**config.mk**
```make
export PLATFORM = sky130hd
export DESIGN_NAME = id_ex_fwd_stage
export DESIGN_NICKNAME = d
export VERILOG_FILES = /design/src/rtl/id_ex_fwd_stage.sv
export SDC_FILE = /design/constraint.sdc
export NUM_CORES = 1
export LEC_CHECK = 0
export CORE_ASPECT_RATIO = 0.8
export CORE_MARGIN = 2
export CORE_UTILIZATION = 25
export CTS_CLUSTER_SIZE = 8
export DETAILED_ROUTE_END_ITERATION = 8
export GPL_ROUTABILITY_DRIVEN = 0
export HOLD_SLACK_MARGIN = 0.05
export PLACE_DENSITY = 0.58
export REMOVE_ABC_BUFFERS = 1
export SKIP_CTS_REPAIR_TIMING = 1
export SLEW_MARGIN = 20
export SYNTH_ARGS = -nofsm -noshare
export SYNTH_HDL_FRONTEND = slang
export SYNTH_SLANG_ARGS = --single-unit
```
**constraint.sdc**
```tcl
create_clock -name clk_i -period 8.2 [get_ports clk_i]
set_clock_uncertainty 0.2 [all_clocks]
set_input_delay 1.23 -clock clk_i [delete_from_list [all_inputs] [get_ports clk_i]]
set_output_delay 1.23 -clock clk_i [all_outputs]
set_load 0.02 [all_outputs]
```
**src/rtl/id_ex_fwd_stage.sv**
```systemverilog
// ID/EX pipeline register with EX/MEM and MEM/WB operand forwarding and
// load-use hazard detection (one-cycle stall plus bubble).
module id_ex_fwd_stage #(
    parameter int DATA_WIDTH     = 32,
    parameter int LOGIC_OP_WIDTH = 3,
    parameter int REG_ADDR_WIDTH = 5
) (
    input  logic                      clk_i,
    input  logic                      rst_i,
    input  logic                      id_valid_i,
    input  logic [REG_ADDR_WIDTH-1:0] id_rs_addr_i,
    input  logic [REG_ADDR_WIDTH-1:0] id_rt_addr_i,
    input  logic                      id_use_rs_i,
    input  logic                      id_use_rt_i,
    input  logic [DATA_WIDTH-1:0]     id_rs_data_i,
    input  logic [DATA_WIDTH-1:0]     id_rt_data_i,
    input  logic [DATA_WIDTH-1:0]     id_imm_i,
    input  logic                      id_alusrc_i,
    input  logic [LOGIC_OP_WIDTH-1:0] id_logic_op_i,
    input  logic                      id_sub_i,
    input  logic                      id_arithlogic_i,
    input  logic                      id_slt_sel_i,
    input  logic [REG_ADDR_WIDTH-1:0] id_rd_addr_i,
    input  logic                      id_reg_write_i,
    input  logic                      id_mem_read_i,
    input  logic                      id_mem_write_i,
    input  logic                      exm_reg_write_i,
    input  logic [REG_ADDR_WIDTH-1:0] exm_rd_addr_i,
    input  logic [DATA_WIDTH-1:0]     exm_data_i,
    input  logic                      mw_reg_write_i,
    input  logic [REG_ADDR_WIDTH-1:0] mw_rd_addr_i,
    input  logic [DATA_WIDTH-1:0]     mw_data_i,
    input  logic                      flush_i,
    output logic                      stall_o,
    output logic                      ex_valid_o,
    output logic [LOGIC_OP_WIDTH-1:0] ex_logic_op_o,
    output logic                      ex_sub_o,
    output logic                      ex_arithlogic_o,
    output logic                      ex_slt_sel_o,
    output logic [DATA_WIDTH-1:0]     ex_opd1_o,
    output logic [DATA_WIDTH-1:0]     ex_opd2_o,
    output logic [DATA_WIDTH-1:0]     ex_store_data_o,
    output logic [REG_ADDR_WIDTH-1:0] ex_rd_addr_o,
    output logic                      ex_reg_write_o,
    output logic                      ex_mem_read_o,
    output logic                      ex_mem_write_o
);

    logic                      valid_q;
    logic [REG_ADDR_WIDTH-1:0] rs_addr_q;
    logic [REG_ADDR_WIDTH-1:0] rt_addr_q;
    logic [DATA_WIDTH-1:0]     rs_data_q;
    logic [DATA_WIDTH-1:0]     rt_data_q;
    logic [DATA_WIDTH-1:0]     imm_q;
    logic                      alusrc_q;
    logic [LOGIC_OP_WIDTH-1:0] logic_op_q;
    logic                      sub_q;
    logic                      arithlogic_q;
    logic                      slt_sel_q;
    logic [REG_ADDR_WIDTH-1:0] rd_addr_q;
    logic                      reg_write_q;
    logic                      mem_read_q;
    logic                      mem_write_q;

    logic rs_hit;
    logic rt_hit;
    logic exm_rs_match;
    logic exm_rt_match;
    logic mw_rs_match;
    logic mw_rt_match;
    logic [DATA_WIDTH-1:0] fwd_rs;
    logic [DATA_WIDTH-1:0] fwd_rt;

    // Stall handshake: stall_o is asserted while a load in EX feeds a reader
    // in ID; IF/ID holds that cycle and EX takes a bubble, so the hazard
    // clears itself after exactly one cycle. flush_i always overrides.
    assign rs_hit  = id_use_rs_i && (id_rs_addr_i == ex_rd_addr_o);
    assign rt_hit  = id_use_rt_i && (id_rt_addr_i == ex_rd_addr_o);
    assign stall_o = !flush_i && id_valid_i && ex_valid_o && ex_mem_read_o &&
                     ex_reg_write_o && (ex_rd_addr_o != '0) && (rs_hit || rt_hit);

    // Register 0 never forwards, so it always reads the registered zero.
    assign exm_rs_match = exm_reg_write_i && (exm_rd_addr_i == rs_addr_q) && (rs_addr_q != '0);
    assign exm_rt_match = exm_reg_write_i && (exm_rd_addr_i == rt_addr_q) && (rt_addr_q != '0);
    assign mw_rs_match  = mw_reg_write_i  && (mw_rd_addr_i  == rs_addr_q) && (rs_addr_q != '0);
    assign mw_rt_match  = mw_reg_write_i  && (mw_rd_addr_i  == rt_addr_q) && (rt_addr_q != '0);

    assign fwd_rs = exm_rs_match ? exm_data_i : (mw_rs_match ? mw_data_i : rs_data_q);
    assign fwd_rt = exm_rt_match ? exm_data_i : (mw_rt_match ? mw_data_i : rt_data_q);

    assign ex_opd1_o       = fwd_rs;
    assign ex_opd2_o       = alusrc_q ? imm_q : fwd_rt;
    assign ex_store_data_o = fwd_rt;

    assign ex_valid_o      = valid_q;
    assign ex_logic_op_o   = logic_op_q;
    assign ex_sub_o        = sub_q;
    assign ex_arithlogic_o = arithlogic_q;
    assign ex_slt_sel_o    = slt_sel_q;
    assign ex_rd_addr_o    = rd_addr_q;
    assign ex_reg_write_o  = reg_write_q && valid_q;
    assign ex_mem_read_o   = mem_read_q && valid_q;
    assign ex_mem_write_o  = mem_write_q && valid_q;

    always_ff @(posedge clk_i or posedge rst_i) begin
        if (rst_i) begin
            valid_q      <= 1'b0;
            rs_addr_q    <= '0;
            rt_addr_q    <= '0;
            rs_data_q    <= '0;
            rt_data_q    <= '0;
            imm_q        <= '0;
            alusrc_q     <= 1'b0;
            logic_op_q   <= '0;
            sub_q        <= 1'b0;
            arithlogic_q <= 1'b0;
            slt_sel_q    <= 1'b0;
            rd_addr_q    <= '0;
            reg_write_q  <= 1'b0;
            mem_read_q   <= 1'b0;
            mem_write_q  <= 1'b0;
        end else if (flush_i || stall_o) begin
            // Bubble: only the side-effect flags are cleared, data fields hold.
            valid_q     <= 1'b0;
            reg_write_q <= 1'b0;
            mem_read_q  <= 1'b0;
            mem_write_q <= 1'b0;
        end else begin
            valid_q      <= id_valid_i;
            rs_addr_q    <= id_rs_addr_i;
            rt_addr_q    <= id_rt_addr_i;
            rs_data_q    <= id_rs_data_i;
            rt_data_q    <= id_rt_data_i;
            imm_q        <= id_imm_i;
            alusrc_q     <= id_alusrc_i;
            logic_op_q   <= id_logic_op_i;
            sub_q        <= id_sub_i;
            arithlogic_q <= id_arithlogic_i;
            slt_sel_q    <= id_slt_sel_i;
            rd_addr_q    <= id_rd_addr_i;
            reg_write_q  <= id_reg_write_i;
            mem_read_q   <= id_mem_read_i;
            mem_write_q  <= id_mem_write_i;
        end
    end

endmodule

```
# Yosys cells after proc, flatten, opt, wreduce, memory -nomap -nowiden
# Index checks and enable logic that the tools add are counted.
# totals
rom_bits	0
in_bits	203
reg_bits	122
mem_bits_rw	0
memories	0
latch_bits	0
# op_classes
multipliers	0
muxes	9
reduce_logical	25
order_cmp	0
n_bitwise	0
add_sub_neg	0
n_div	0
n_eq_ne	6
shift	0
# ops
op	n
$mux W32	5
$eq A5 B5 Y1	6
$logic_and A1 B1 Y1	19
$reduce_bool A5 Y1	3
$mux W1	4
$logic_or A1 B1 Y1	2
$logic_not A1 Y1	1

# Depth between registers and ports, before layout
# Gate-level depths: netlist (run 1).
# depth
depth_word	9
mapped_depth	7

# Worst setup path before layout (run 1)
# OpenSTA, ideal clock, no wires.
# synth_timing
kind	input -> output
from	in mw_rd_addr_i[0]
to	out ex_opd2_o[10]
t_arrival_ps	2867
slack_ps	3903
stages	7
required_time_ps	6770
cell_sequence	xnor2_1 > and4_1 > clkbuf_1 > buf_1 > nand3_1 > a31oi_1 > mux2_2
# synth_via
elab_chain_cells	6
# synth_rtl
element	line	rtl
start: declaration	31	input logic [REG_ADDR_WIDTH-1:0] mw_rd_addr_i,
$eq A5 B5 Y1	86	assign mw_rt_match = mw_reg_write_i && (mw_rd_addr_i == rt_addr_q) && (rt_addr_q != '0);
$logic_and A1 B1 Y1 (2 in a row)	86	
$mux W32 (2 in a row)	89	assign fwd_rt = exm_rt_match ? exm_data_i : (mw_rt_match ? mw_data_i : rt_data_q);
named net ex_store_data_o[10]	42	output logic [DATA_WIDTH-1:0] ex_store_data_o,
$mux W32	92	assign ex_opd2_o = alusrc_q ? imm_q : fwd_rt;
end: declaration	41	output logic [DATA_WIDTH-1:0] ex_opd2_o,
# The timed path passes the listed nets, and every way through them passes these cells.

# Final worst setup path (run 1)
# layout_timing
from	in mw_rd_addr_i[1]
to	out ex_opd2_o[8]
# layout_via
elab_chain_cells	6
# layout_rtl
element	line
$eq A5 B5 Y1	86
$logic_and A1 B1 Y1 (2 in a row)	86
$mux W32 (2 in a row)	89
$mux W32	92
# Every way passes these cells.

==> qor.csv, run 1 <==
metric,value,unit
final WL,26900,um
Antenna Nets Post-Route,0,
Seq cells post-synth,122,
Clock transition at path regs,50,ps
max-slew violation count,0,
# IOs,315,
Post-Syn Instances,653,
largest net degree at the start of global routing,77,
H-tree Lvls,4,
Setup Viol. Count Final,0,
Clock Path Buffers,2,
CTS tree,yes,
number of buffers added on ports,314,
CTS Buf Count,17,
diode count,0,
crit path DAT,4450,ps
DP Area,10500,um2
fin crit period,5880,ps
total power,2.15,mW
fmax,170,MHz
critical path type,in -> out,
share of post-route cells with drive strength above 1,0.214,
Yosys warning total,0,
Placeable Area,27500,um2
Worst path slowest cell,nand2_2,
"CP delay by family, top",buffers and inverters,
clk_lat worst skew,430,ps
worst IR drop on VDD,0.139,mV
initial antenna violation count,0,
Max stage delay on crit path,570,ps
Hold WC Path Type,reg -> reg,
CP Launch Type,input pin,
crit path cell chain,"clkdlybuf4s50_1, xnor2_2, buf_4, nand2_2, o31ai_1, a31oi_1, mux2_2, clkdlybuf4s50_1",
"Avg Cell Area, Syn",10.8,um2
DIE HEIGHT,154,um
PwrDens,193,nW/um2
P_leak,4.15,nW
Worst Path Required,6770,ps
Row Count,54,
Max Cap Viol,0,
crit end category,primary output,
fin area,11100,um2
worst path bufs/invs,3,
Post-Synthesis Cell Area,7060,um2
clock root buffer,clkbuf_16,
Final nets,1139,
final hold vios,0,
setup TNS,0,ps
remaining global-route overflow,0,
Post-synth EDFFs,0,
number of global-route vias before repair,6693,
Via density,4.86,
Synth async-reset ratio,1.00,
CP most frequent cell,clkdlybuf4s50_1,
Post-synth top flop,dfrtp_1,
slew margin rel.,0.287,
largest fanout on the critical path,33,
Post-route DRC,0,
unique cell type count in the Yosys netlist,34,
initial DRC count,294,
GRT Total Usage,0.181,
die area,29600,um2
Synth-to-Final Area Change,57.8,%
dpl hpwl,18100,um
status,finished clean,
CTS sink cnt,122,
fillers,2681,
RSZ-0062 raised after global routing,no,
Initial Utilization,0.257,
via count,6385,
routed len/inst,20.5,um
drt pass-1 iters,5,
fin crit share,0.717,
first-pass GRT wire length,40600,um
register area share after synthesis,0.433,
Slew @ Worst Pin,1070,ps
chip width,192,um
## final timing paths
| path | from | end | slack, ps | cells after the start |
|---|---|---|---|---|
| hold / removal | imm_q[19] | imm_q[19] | 300 | 1 |
| hold reg to reg | imm_q[19] | imm_q[19] | 300 | 1 |
| max in group asynchronous | rst_i | alusrc_q | 5320 | 3 |
| setup reg to reg | ex_rd_addr_o[2] | imm_q[11] | 4890 | 6 |
| setup / recovery | mw_rd_addr_i[1] | ex_opd2_o[8] | 2320 | 8 |
| min in group asynchronous | rst_i | ex_logic_op_o[2] | 1020 | 2 |
## sequential cells by signal, summed over array words and instances, names as in the netlist, 3 cells and up
register       flops
rt_data_q         32
rt_addr_q          5
imm_q             32
ex_rd_addr_o       5
rs_data_q         32
ex_logic_op_o      3
rs_addr_q          5
## synthesized netlist by cell type (all sizes together) (2+ instances only)
cell	instances	area (um2)
a31oi	31	194
and2	7	43.8
and3	31	194
buf	29	148
clkbuf	30	113
dfrtp	122	3050
mux2	149	1680
mux2i	32	320
nand2	35	131
nand3	31	155
nand4	5	31.3
nor2	7	26.3
nor2b	2	12.5
nor3	33	165
nor4	4	37.5
o21ai	32	160
o31ai	32	240
or2	2	12.5
or4	2	18.8
xnor2	18	158
xor2	12	105
## layout make-up
cell class | count | area (um2) | share of cell area
clock buffer | 19 | 443 | 0.0398
inverter | 1 | 8.76 | 0.000786
tap | 364 | 455 | 0.0409
clock inverter | 13 | 175 | 0.0157
multi-input combinational | 471 | 3790 | 0.340
sequential | 122 | 3050 | 0.274
timing repair buffer | 323 | 3210 | 0.288
## power breakdown
part           total [mW]  internal [mW]  leakage [nW]  switching [mW]
sequential          0.708          0.661          1.43          0.0465
combinational       0.626          0.333          2.42           0.293
clock               0.815          0.513         0.295           0.302
## layer usage
metal	up-vias	global-route usage	share of wire
met5	-	0	0
met4	0	0.0557	0.013
met3	24	0.0501	0.071
met2	234	0.286	0.46
met1	3152	0.241	0.46
li1	2975	-	-
## cells by family after synthesis
logic type | after synthesis | share of synthesized area
and+or+nand+nor | 160 | 0.119
xor gates and xnor gates | 30 | 0.0372
DFF | 122 | 0.433
AOI/OAI and AO/OA | 100 | 0.0910
muxes | 181 | 0.283
buffers and inverters | 60 | 0.0374
## placed cells by master, fill, tap and decap left out, types with 4 or more instances in the layout
cell type          n
o21ai_0           32
nand2_1           34
clkdlybuf4s50_1  313
mux2_2           149
nor3_1            33
clkbuf_16         17
nand4_1            5
xnor2_1           17
clkinv_2           5
nand3_1           31
bufinv_16          4
o31ai_1           32
dfrtp_1          121
nor2_1             6
and2_1             6
clkinvlp_4         4
xor2_1            12
buf_4              8
and3_1            31
a31oi_1           31
mux2i_1           32
## metrics by stage
stage | util | setup WS [ps] | hold WS (ps) | cells
finish | 0.405 | 2320 | 301 | 1313
global route | 0.405 | 2160 | 313 | 1313
floorplan | - | 2000 | 275 | 594
detailed placement | 0.382 | 2300 | 292 | 1281
global placement | 0.382 | 2380 | 283 | 1281
CTS | 0.405 | 2310 | 307 | 1313
Power figures use the tool's default switching activity.
==> run 2: changes to the inputs <==
- clock period: 8.2 -> 5.9 ns (I/O delays scaled with it)
==> run 2 against run 1 <==
Against the previous run:
- critical path depth fell by 1
- non-clock buffer count did not move
- clock power rose by 34%
- routed wire length rose by 0.14%
==> qor.csv, run 2 (synthesis gave the netlist of run 1 again) <==
metric,value,unit
status,finished clean,
max-slew violation count,0,
share of post-route cells with drive strength above 1,0.210,
final WL,26900,um
GRT Total Usage,0.183,
final setup margin,1060,ps
diode count,0,
CP Launch Type,input pin,
worst path bufs/invs,2,
Row Count,54,
reg2reg setup slack,2800,ps
reg2reg end,imm_q[18],
number of global-route vias before repair,6652,
CTS Buf Count,17,
chip width,192,um
hold_sp,imm_q[18],
Max stage delay on crit path,860,ps
Worst Path Required,4820,ps
crit end category,primary output,
Initial Utilization,0.257,
Clock transition at path regs,50,ps
Synth-to-Final Area Change,57.7,%
initial antenna violation count,0,
largest fanout on the critical path,31,
# IOs,315,
"CP delay by family, top",buffers and inverters,
worst-case reg-to-reg path depth,6,
Slew @ Worst Pin,1020,ps
CP most frequent cell,clkdlybuf4s50_1,
crit path DAT,3760,ps
Clock Path Buffers,2,
worst hold endpoint,imm_q[18],
clk_lat worst skew,420,ps
DIE HEIGHT,154,um
Max Cap Viol,0,
dpl hpwl,18100,um
P_leak,4.15,nW
die area,29600,um2
Hold WC Path Type,reg -> reg,
Setup Viol. Count Final,0,
H-tree Lvls,4,
remaining global-route overflow,0,
setup TNS,0,ps
final hold vios,0,
Min-Delay Path Depth,1,
clock root buffer,clkbuf_16,
most frequent cells in the layout,"clkdlybuf4s50_1, mux2_2, dfrtp_1",
Final Instance Count excl. Fillers,1313,
via count,6389,
Final nets,1139,
PwrDens,265,nW/um2
number of buffers added on ports,314,
CTS sink cnt,122,
worst IR drop on VDD,0.183,mV
Antenna Nets Post-Route,0,
Worst path slowest cell,and4_2,
setup slack after placement,1140,ps
RR Startpoint,ex_rd_addr_o[1],
initial DRC count,250,
fmax,206,MHz
CTS tree,yes,
drt pass-1 iters,5,
"commonest non-fill, non-tap cell in the layout",clkdlybuf4s50_1,
fin crit period,4840,ps
biggest registers after layout,"imm_q (32), rs_data_q (32), rt_data_q (32)",
Post-route DRC,0,
first-pass GRT wire length,40800,um
Placeable Area,27500,um2
routed len/inst,20.5,um
Via density,4.87,
RSZ-0062 raised after global routing,no,
critical path type,in -> out,
fin crit share,0.821,
Placed Cells,1281,
slew margin rel.,0.318,
crit path cell chain,"clkdlybuf4s50_1, xnor2_1, and4_2, nand3_1, a31oi_1, mux2_2, clkdlybuf4s50_1",
largest net degree at the start of global routing,88,
run 2: area by class of cell:
cell class / instances / area [um2]
Fill cell: 2712 / 16400
Multi-Input combinational cell: 471 / 3790
Timing Repair Buffer: 323 / 3230
Sequential cell: 122 / 3050
Clock buffer: 24 / 472
Tap cell: 364 / 455
Clock inverter: 8 / 118
Inverter: 1 / 8.76
run 2: stage by stage:
stage / util / power [mW] / hold WS, ps / area (um2)
floorplan: - / 1.41 / 275 / 6800
global placement: 0.383 / 1.87 / 284 / 10500
detailed placement: 0.383 / 1.87 / 290 / 10500
CTS: 0.405 / 2.99 / 304 / 11100
global route: 0.405 / 3.09 / 313 / 11100
finish: 0.405 / 2.95 / 303 / 11100
run 2: power by group:
group	leakage (nW)	internal (mW)	switching (mW)
clock network	0.288	0.685	0.405
registers	1.43	0.920	0.0655
logic	2.43	0.464	0.407
total	4.15	2.07	0.878
run 2: worst max path at each step:
| stage | startpoint | endpoint | cells past startpoint | slack (ps) |
|---|---|---|---|---|
| 2_1_floorplan | mw_rd_addr_i[0] | ex_opd1_o[0] | 4 | 390 |
| 3_3_place_gp | mw_rd_addr_i[2] | ex_opd2_o[12] | 7 | 1150 |
| 3_5_place_dp | mw_rd_addr_i[2] | ex_opd2_o[25] | 7 | 1140 |
| 4_1_cts | mw_rd_addr_i[2] | ex_opd2_o[19] | 7 | 1120 |
| 5_1_grt | mw_rd_addr_i[2] | ex_opd2_o[12] | 7 | 910 |
| 6_report | mw_rd_addr_i[2] | ex_opd2_o[21] | 7 | 1060 |
run 2: routing by layer:
layer / vias up / part of all wire / track usage / routed length [um]
met1: 3155 / 0.46 / 0.245 / 12300
li1: 2977 / - / - / -
met4: 0 / 0.014 / 0.0505 / 382
met3: 23 / 0.074 / 0.0495 / 2000
met5: - / 0 / 0 / 0
met2: 234 / 0.46 / 0.291 / 12300
==> run 3: changes to the inputs <==
- PLACE_DENSITY: 0.58 -> 0.59
- clock period: 5.9 -> 4 ns (I/O delays scaled with it)
==> run 3 against run 2 <==
Against the previous run:
- largest cell class unchanged
- global-route usage hardly changed
- sequential power increased by 47%
- hold slack worse by 2.6 ps
==> qor.csv, run 3 (synthesis gave the netlist of run 1 again) <==
metric,value,unit
P_int,3.23,mW
GRT met1 Usage,0.233,
switching pwr,1.33,mW
Worst Path Required,3200,ps
Hold WC Path Type,reg -> reg,
Clock transition at path regs,60,ps
largest net degree at the start of global routing,65,
DP Area,10900,um2
H-tree Lvls,4,
fin crit share,0.980,
largest fanout on the critical path,16,
Antenna Nets Post-Route,0,
reg2reg setup slack,1460,ps
Max Cap Viol,0,
share of post-route cells with drive strength above 1,0.247,
slew margin rel.,0.592,
critical path type,in -> out,
clk_lat worst skew,430,ps
first-pass GRT wire length,41100,um
Post-route DRC,0,
total power,4.56,mW
RR Startpoint,ex_rd_addr_o[1],
"commonest non-fill, non-tap cell in the layout",clkdlybuf4s50_1,
P_leak,4.67,nW
drt pass-1 iters,5,
DIE HEIGHT,154,um
most frequent cells in the layout,"clkdlybuf4s50_1, mux2_2, dfrtp_1",
grt met2 use,0.297,
crit end category,primary output,
chip width,192,um
worst hold endpoint,imm_q[16],
reg2reg end,rt_addr_q[3],
Placed Cells,1309,
Clock Path Buffers,2,
fin util,0.427,
fin crit period,3920,ps
number of global-route vias before repair,6932,
Via density,4.88,
final hold vios,0,
Setup Viol. Count Final,0,
grt peak-use layer,met2,
setup TNS,0,ps
initial antenna violation count,1,
remaining global-route overflow,0,
PwrDens,389,nW/um2
dpl hpwl,19800,um
status,finished clean,
number of buffers added on ports,314,
GRT Total Usage,0.183,
max-slew violation count,0,
Initial Utilization,0.257,
Final nets,1168,
met3 global-route usage,0.0576,
clock root buffer,clkbuf_16,
# IOs,315,
CTS sink cnt,122,
Row Count,54,
worst IR drop on VDD,0.262,mV
routed len/inst,20.3,um
biggest registers after layout,"imm_q (32), rs_data_q (32), rt_data_q (32)",
Comb pwr share,0.299,
CP Launch Type,input pin,
crit path DAT,3120,ps
Synth-to-Final Area Change,66.2,%
initial DRC count,358,
Slew @ Worst Pin,611,ps
Seq pwr share,0.317,
Clk pwr share,0.384,
Net Sw Frac,0.292,
CTS tree,yes,
RSZ-0062 raised after global routing,yes,
fin area,11700,um2
worst-case reg-to-reg path depth,6,
CTS Buf Count,17,
Min-Delay Path Depth,1,
via count,6557,
die area,29600,um2
hold_sp,imm_q[16],
fmax,255,MHz
final WL,27300,um
Placeable Area,27500,um2
Final Instance Count excl. Fillers,1343,
[run 3: per-layer routing]
metal  vias to the layer above  routed length, um
met2                       248              13000
met1                      3246              11800
met4                         0                395
met5                         -                  0
met3                        23               2140
li1                       3040                  -
[run 3: worst max-delay path by stage]
stage | from | to | slack [ps] | depth (start not counted)
4_1_cts | rt_addr_q[2] | ex_opd2_o[26] | -100 | 7
2_1_floorplan | mw_rd_addr_i[0] | ex_opd1_o[0] | -940 | 4
3_5_place_dp | mw_rd_addr_i[1] | ex_opd2_o[20] | -30 | 8
3_3_place_gp | mw_rd_addr_i[1] | ex_opd2_o[20] | -9 | 8
5_1_grt | mw_rd_addr_i[1] | ex_opd1_o[0] | -50 | 10
6_report | exm_rd_addr_i[2] | ex_store_data_o[30] | 80 | 8
[run 3: power groups by stage]
stage / Combinational [mW] / Sequential (mW) / Clock, mW
2_1_floorplan: 0.619 / 1.46 / 0
3_3_place_gp: 1.35 / 1.46 / 0
3_5_place_dp: 1.35 / 1.47 / 0
4_1_cts: 1.36 / 1.45 / 1.80
5_1_grt: 1.45 / 1.46 / 1.85
6_report: 1.36 / 1.45 / 1.75
[run 3: final cells by class]
class / count / area, um2
Fill cell: 2627 / 15800
Multi-Input combinational cell: 471 / 3870
Timing Repair Buffer: 352 / 3690
Sequential cell: 122 / 3050
Clock buffer: 20 / 457
Tap cell: 364 / 455
Clock inverter: 12 / 195
Inverter: 1 / 6.26
Antenna cell: 1 / 2.50
[run 3: through the flow]
| stage | hold slack (ps) | setup slack, ps |
|---|---|---|
| final | 300 | 79.5 |
| after global routing | 316 | -48.4 |
| after CTS | 305 | -104 |
| after detailed placement | 290 | -32.1 |
| after global placement | 284 | -8.92 |
| after floorplan | 275 | -940 |
[run 3: worst max-delay path, stage by stage]
cell and delay (ps):
clkdlybuf4s50_1 550, xnor2_1 150, nand4_1 200, or2_2 390
buf_12 170, a31oi_1 270, buf_4 170, clkdlybuf4s50_1 630
